## config.mk

```make
export PLATFORM = sky130hd
export DESIGN_NAME = eq_seq_ctrl
export DESIGN_NICKNAME = d
export VERILOG_FILES = /design/src/rtl/eq_seq_ctrl.sv
export SDC_FILE = /design/constraint.sdc
export NUM_CORES = 1
export LEC_CHECK = 0
export ABC_AREA = 1
export ABC_CLOCK_PERIOD_IN_PS = 2730
export CAP_MARGIN = 15
export CORE_MARGIN = 5
export CORE_UTILIZATION = 40
export DETAILED_ROUTE_END_ITERATION = 8
export PLACE_DENSITY_LB_ADDON = 0.15
export SLEW_MARGIN = 5
export SYNTH_ARGS = -nofsm -noshare
export SYNTH_HDL_FRONTEND = slang
export SYNTH_SLANG_ARGS = --single-unit
```

## constraint.sdc

```tcl
create_clock -name clk -period 2.73 [get_ports clk]
set_input_delay 0.546 -clock clk [delete_from_list [all_inputs] [get_ports clk]]
set_output_delay 0.546 -clock clk [all_outputs]
set_load 0.03 [all_outputs]
```

## src/rtl/eq_seq_ctrl.sv

```systemverilog
// ---------------------------------------------------------------------------
// eq_seq_ctrl
//   Sequential equality checker. Two WIDTH-bit operands are compared one
//   2-bit chunk per cycle, least significant chunk first, with a single
//   shared 2-bit equality slice. With EARLY_EXIT=1 the scan stops on the
//   first mismatching chunk; with EARLY_EXIT=0 every chunk is scanned, but
//   only the first mismatch is reported.
//
// Ports
//   clk           rising-edge clock
//   rst_n         synchronous reset, active low
//   start_valid   request valid; accepted when start_valid & start_ready
//   start_ready   controller idle, able to accept a request
//   a, b          operands, captured on accept
//   busy          comparison in progress
//   res_valid     result valid; held until res_ready
//   res_ready     consumer takes the result when res_valid & res_ready
//   res_eq        1 when a == b
//   mismatch_idx  index of the first mismatching chunk (0 when res_eq=1)
// ---------------------------------------------------------------------------
module eq_seq_ctrl #(
    parameter int WIDTH      = 8,
    parameter bit EARLY_EXIT = 1'b1,
    localparam int IW        = ((WIDTH / 2) > 1) ? $clog2(WIDTH / 2) : 1
) (
    input  logic             clk,
    input  logic             rst_n,
    input  logic             start_valid,
    output logic             start_ready,
    input  logic [WIDTH-1:0] a,
    input  logic [WIDTH-1:0] b,
    output logic             busy,
    output logic             res_valid,
    input  logic             res_ready,
    output logic             res_eq,
    output logic [IW-1:0]    mismatch_idx
);

    localparam int NCHUNK = WIDTH / 2;
    localparam logic [IW-1:0] LAST_IDX = IW'(NCHUNK - 1);

    typedef enum logic [1:0] {
        IDLE,
        RUN,
        DONE
    } state_t;

    state_t           state;
    logic [WIDTH-1:0] a_r;
    logic [WIDTH-1:0] b_r;
    logic [IW-1:0]    idx;
    logic [IW-1:0]    mm;
    logic             eq_acc;

    logic [1:0]       chunk_a;
    logic [1:0]       chunk_b;
    logic             chunk_eq;
    logic             first_mm;
    logic [IW-1:0]    mm_next;
    logic             last_step;

    // Chunk selection as an explicit mux over the chunk index, so that no
    // out-of-range part-select is ever formed (matters for WIDTH=2, where
    // idx is one bit wide but only value 0 is legal).
    always_comb begin
        chunk_a = '0;
        chunk_b = '0;
        for (int c = 0; c < NCHUNK; c++) begin
            if (idx == IW'(c)) begin
                chunk_a = a_r[2*c +: 2];
                chunk_b = b_r[2*c +: 2];
            end
        end
    end

    // The shared 2-bit equality slice.
    assign chunk_eq = (chunk_a[0] ~^ chunk_b[0]) & (chunk_a[1] ~^ chunk_b[1]);

    // Only the first mismatch is remembered: once eq_acc has dropped,
    // later mismatching chunks leave mm untouched.
    assign first_mm  = eq_acc & ~chunk_eq;
    assign mm_next   = first_mm ? idx : mm;

    // Exit is decided before idx is incremented, so idx never wraps.
    assign last_step = (idx == LAST_IDX) || (EARLY_EXIT && !chunk_eq);

    // Controller FSM with all outputs registered. The result of the final
    // chunk is folded directly into res_eq/mismatch_idx on the RUN->DONE
    // edge so DONE presents a complete result immediately.
    always_ff @(posedge clk) begin
        if (!rst_n) begin
            state        <= IDLE;
            start_ready  <= 1'b1;
            busy         <= 1'b0;
            res_valid    <= 1'b0;
            res_eq       <= 1'b0;
            mismatch_idx <= '0;
            a_r          <= '0;
            b_r          <= '0;
            idx          <= '0;
            mm           <= '0;
            eq_acc       <= 1'b0;
        end else begin
            case (state)
                IDLE: begin
                    if (start_valid) begin
                        a_r         <= a;
                        b_r         <= b;
                        idx         <= '0;
                        mm          <= '0;
                        eq_acc      <= 1'b1;
                        start_ready <= 1'b0;
                        busy        <= 1'b1;
                        state       <= RUN;
                    end
                end
                RUN: begin
                    eq_acc <= eq_acc & chunk_eq;
                    mm     <= mm_next;
                    if (last_step) begin
                        busy         <= 1'b0;
                        res_valid    <= 1'b1;
                        res_eq       <= eq_acc & chunk_eq;
                        mismatch_idx <= mm_next;
                        state        <= DONE;
                    end else begin
                        idx <= idx + IW'(1);
                    end
                end
                DONE: begin
                    if (res_ready) begin
                        res_valid   <= 1'b0;
                        start_ready <= 1'b1;
                        state       <= IDLE;
                    end
                end
                default: begin
                    state <= IDLE;
                end
            endcase
        end
    end

endmodule

```

Word level (Yosys, flattened, before mapping) --
Cells that the tools add are included.
Storage, ports and cells: word-level logic and storage cells 69, register bits 29
Operators by class: reduce and logical (&&, ||, !) cells 15, bitwise logic cells 6, add/sub/neg operators 1, mux-type cells 27, eq/ne operators 9
Operators by type and width (count):
- 2-to-1 mux 2 bit | 14
- AND reduction 3 bit | 5
- != test 2 bit (second input constant) | 4
- one-hot mux 1 bit (2 select lines) | 4
- one-hot mux 2 bit (2 select lines) | 2
- equality test 2 bit (second input constant) | 3
- 2-to-1 mux 1 bit | 6
- one-hot mux 2 bit (3 select lines) | 1
- AND reduction 2 bit | 3
- nonzero test 2 bit | 3
- equality test 2 x 1 -> 1 bit (second input constant) | 2
- zero test 2 bit | 2
- AND 1 bit | 3
- adder 2 x 1 -> 2 bit (second input constant) | 1
- bitwise XNOR 1 bit | 2
- zero test 1 bit | 1
- logical OR 1 bit | 1
- NOT 1 bit | 1

Logic depth before layout (Yosys ltp) --
depth in word-level cells 11, mapped depth 18

Least setup slack after synthesis --
No wires, ideal clock.
path type flip-flop to flip-flop, start point reg idx[0], end point reg mismatch_idx[1], arrival time 1.552 ns, library setup time 0.109 ns, period minus slack after synthesis 1.661 ns, cell stages (with the launch flop) 16, setup slack 1.069 ns, cells stage by stage dfxtp_1 inv_1 ha_1 inv_2 or2_0 nand2_1 nand2_1 nand2_1 nand2_1 nand2_2 o21ai_1 nand2_1 nand2_1 nand2_1 nand2_1 inv_1
On the way: longest elaborated chain between the ends 10
RTL lines:
- start: declaration | RTL line 51 | logic [IW-1:0] idx;
- start signal: assignment | RTL line 127 | idx <= idx + IW'(1);
- zero test 2 bit | RTL line 69 | if (idx == IW'(c)) begin
- 2-to-1 mux 2 bit (4 in series) | RTL line 69
- bitwise XNOR 1 bit | RTL line 77 | assign chunk_eq = (chunk_a[0] ~^ chunk_b[0]) & (chunk_a[1] ~^ chunk_b[1]);
- AND 1 bit | RTL line 77
- NOT 1 bit or zero test 1 bit (tied branches) | RTL line 81, 85
- AND 1 bit or logical OR 1 bit (tied branches) | RTL line 81, 85
- 2-to-1 mux 2 bit or AND reduction 2 bit (tied branches)
- end signal: assignment | RTL line 124 | mismatch_idx <= mm_next;
- end: declaration | RTL line 36 | output logic [IW-1:0] mismatch_idx
Parallel ways exist; a longest one is shown, timed or not. A chain may end at the register's enable or synchronous reset.

Worst setup path in the final report --
Same ends and word-level chain as after synthesis.

==> run summary <==
status - complete, no violations
r2r endpoint - mismatch_idx[1]$_SDFFE_PN0P_
Setup Skew - 4.657 ps
die height - 72.28 um
DRC - 0
critical path's top delay family - simple AND/OR/NAND/NOR gates
CP max stage cell - dfxtp_1
std cell rows - 22
Worst-path clk slew - 60 ps
Synth Net Count - 251
DRT Wirelength - 3.191 mm
hold buffer count at CTS - 0
insertion delay to the later sink of the worst-skew pair - 280 ps
Hold Fails Final Rpt - 0
CTS root buf - clkbuf_8
Area Growth Syn to Fin - 24.11%
Layout fillers - 408
Arrival @ worst endpoint - 2120 ps
CTS tree - built
setup_tns - 0 ps
cell mode on critical path - nand2_1
crit share post-route - 71.11%
Setup violations, final - 0
Ys Warns - 0
RSZ-0062 raised after global routing - no
worst slack at placement - 763.0 ps
Peak VDD IR - 0.4388 mV
die area - 0.005224 mm^2
Worst setup EP type - flop
via/cell ratio - 4.544
critical-path cell list - inv_1 -> ha_1 -> nand2_1 -> nand2_1 -> nand2_1 -> nand2_1 -> nand2_1 -> nand2_1 -> nand2_1 -> nand2_1 -> nand2_2 -> inv_2 -> nand2_4 -> nand3_1 -> nand2_1 -> nand2_1 -> nand2_1 -> inv_1
Starting Density - 41.75%
post-cts resize count - 0
post-synthesis register bit count - 29
hpwl dp - 2.416 mm
crit-path max FO - 6
reg2reg start - idx[0]$_SDFFE_PN0P_
Post-Syn Instances - 227
Synth cell types - 25
grt ovf - 0
CP Depth - 18
HP Class - reg -> reg
sequential share of the synthesized area - 37.42%
leakage - 0.0008521 uW
drt initial violations - 20
Post-CTS Setup Bufs - 0
GRT Overall Usage - 13.81%
Horiz. Die Dim - 72.28 um
largest net degree at the start of global routing - 22
Final ANT Viol Nets - 0
Slew HR - 69.51%
CP Launch Type - flop
share of layout cells above drive strength 1 - 10.12%
r2r setup slk - 790 ps
crit path from - idx[0]$_SDFFE_PN0P_
synthesized area per cell - 6.835 um^2
Placer Congestion - 0.7110
cell area after layout - 0.001926 mm^2
initial antenna violation count - 0
IO Count - 26
CTS sink cnt - 29
CTS Buf Count - 5
nets@finish - 280
critical path endpoint - mismatch_idx[1]$_SDFFE_PN0P_
Post-Syn Area - 0.001551 mm^2
Routed wire per std cell - 10.46 um
Req. time, crit path - 2910 ps
vias in the first global route - 1,371
slowest stage delay, CP - 380 ps
final antenna diode count - 0
H-tree lvl count - 2
placed cell area - 0.001846 mm^2
post-route minimum period - 1941 ps
Max Freq - 0.5152 GHz
worst-margin pin slew - 456.2 ps
WP buf/inv - 3
first-pass GRT wire length - 5.706 mm
vias post-DR - 1,386
CP Class - reg -> reg
Longest Clk Path Bufs - 2
PD cells - 611.0 mW/mm^2
core footprint - 0.003716 mm^2
FF-to-FF path depth - 18
Slew Limit Fails - 0
port buffer count - 25
Pre-antenna DRT Iters - 4
max-cap viol count - 0
worst setup margin - 788.8 ps
[worst reg2reg max path: stages, from the launching register on]
cell	delay, ps
dfxtp_1	380
inv_1	120
ha_1	290
nand2_1	100
nand2_1	50
nand2_1	50
nand2_1	50
nand2_1	90
nand2_1	60
nand2_1	60
nand2_1	60
nand2_2	90
inv_2	50
nand2_4	70
nand3_1	80
nand2_1	90
nand2_1	60
nand2_1	70
inv_1	40
[power breakdown]
| part | internal [uW] | switching (uW) |
|---|---|---|
| clock | 181 | 152 |
| combinational | 140 | 203 |
| sequential | 470 | 30.7 |
[flip-flops by register name (all words and copies together), names as in the netlist]
signal,cells
idx,2
start_ready,1
mm,2
state,2
busy,1
b_r,8
res_valid,1
res_eq,1
a_r,8
eq_acc,1
mismatch_idx,2
[Yosys cell counts]
master    count  area (um^2)
o21ai_0      18        90.09
inv_1        21        78.83
inv_2         8        30.03
o211ai_1      1        7.510
or2_0         4        25.02
o21ai_1       2        10.01
nor2_2        1        6.260
dfxtp_1      29        580.6
o31ai_4       1        21.27
nor2_1       31        116.4
xnor2_1       1        8.760
nand3_1      13        65.06
nand2_2       3        18.77
a21oi_1      19        95.09
a21oi_4       1        16.27
nor2_8        1        20.02
clkinv_1      1        3.750
clkbuf_1      5        18.77
xor2_1        2        17.52
nand3_4       1        17.52
a21oi_2       1        8.760
nand2_1      57        214.0
nand2_4       1        11.26
ha_1          4        50.05
buf_12        1        20.02
[layout make-up]
class                      instances  area (um^2)  area share, %
clock buffer                       8        80.08          4.159
inverter                          30        112.6          5.848
multi-input combinational        162        819.5          42.56
sequential                        29        580.6          30.15
tap                               48        60.06          3.119
timing repair buffer              28        272.8          14.17
[logic make-up after synthesis]
logic type                 Yosys count  share of synthesized area [%]
adders and majority gates            4                          3.226
buffers and inverters               36                          9.758
AOI/OAI and AO/OA                   43                          16.05
and+or+nand+nor                    112                          31.86
xor gates and xnor gates             3                          1.694
DFF                                 29                          37.42
[layer usage]
layer	vias up	share of wire (%)	wire (um)	track usage [%]
met3	4	4.4	141	5.263
met5	-	0	0	0
met2	21	45	1446	22.04
li1	769	-	-	-
met4	0	1.1	34	5.219
met1	592	49	1569	16.79
[how the worst min path moves through the flow]
stage	from	endpoint	slack [ps]	depth (start not counted)
floorplan	mm[0]$_SDFFE_PN0P_	mm[0]$_SDFFE_PN0P_	440	2
global placement	start_ready$_SDFFE_PN1P_	start_ready$_SDFFE_PN1P_	460	2
detailed placement	start_ready$_SDFFE_PN1P_	start_ready$_SDFFE_PN1P_	450	2
CTS	busy$_SDFFE_PN0P_	busy$_SDFFE_PN0P_	470	2
global route	mm[1]$_SDFFE_PN0P_	mm[1]$_SDFFE_PN0P_	490	2
finish	busy$_SDFFE_PN0P_	busy$_SDFFE_PN0P_	460	2
[layout by cell type, fill, tap and decap left out]
cell type / n
dfxtp_1: 29
nor2_8: 1
nand3_1: 13
xnor2_1: 1
nor2_2: 1
o21ai_1: 2
nand2_4: 1
o21ai_0: 18
buf_4: 3
inv_2: 8
clkinv_1: 1
a21oi_4: 1
clkbuf_1: 3
xor2_1: 2
a21oi_2: 1
clkdlybuf4s50_1: 25
a21oi_1: 19
inv_1: 21
nor2_1: 31
nand3_4: 1
nand2_2: 3
o31ai_4: 1
o211ai_1: 1
nand2_1: 57
or2_0: 4
ha_1: 4
clkbuf_8: 5
[through the flow]
| stage | power, uW | std cells | hold WS [ps] | utilization [%] |
|---|---|---|---|---|
| 2_1_floorplan | 755.3 | 227 | 443.6 | - |
| 3_3_place_gp | 855.0 | 297 | 459.1 | 49.66 |
| 3_5_place_dp | 857.6 | 297 | 447.1 | 49.66 |
| 4_1_cts | 1195 | 305 | 467.6 | 51.82 |
| 5_1_grt | 1268 | 305 | 490.8 | 51.82 |
| 6_report | 1176 | 305 | 464.4 | 51.82 |
(Power assumes the default switching activity.)
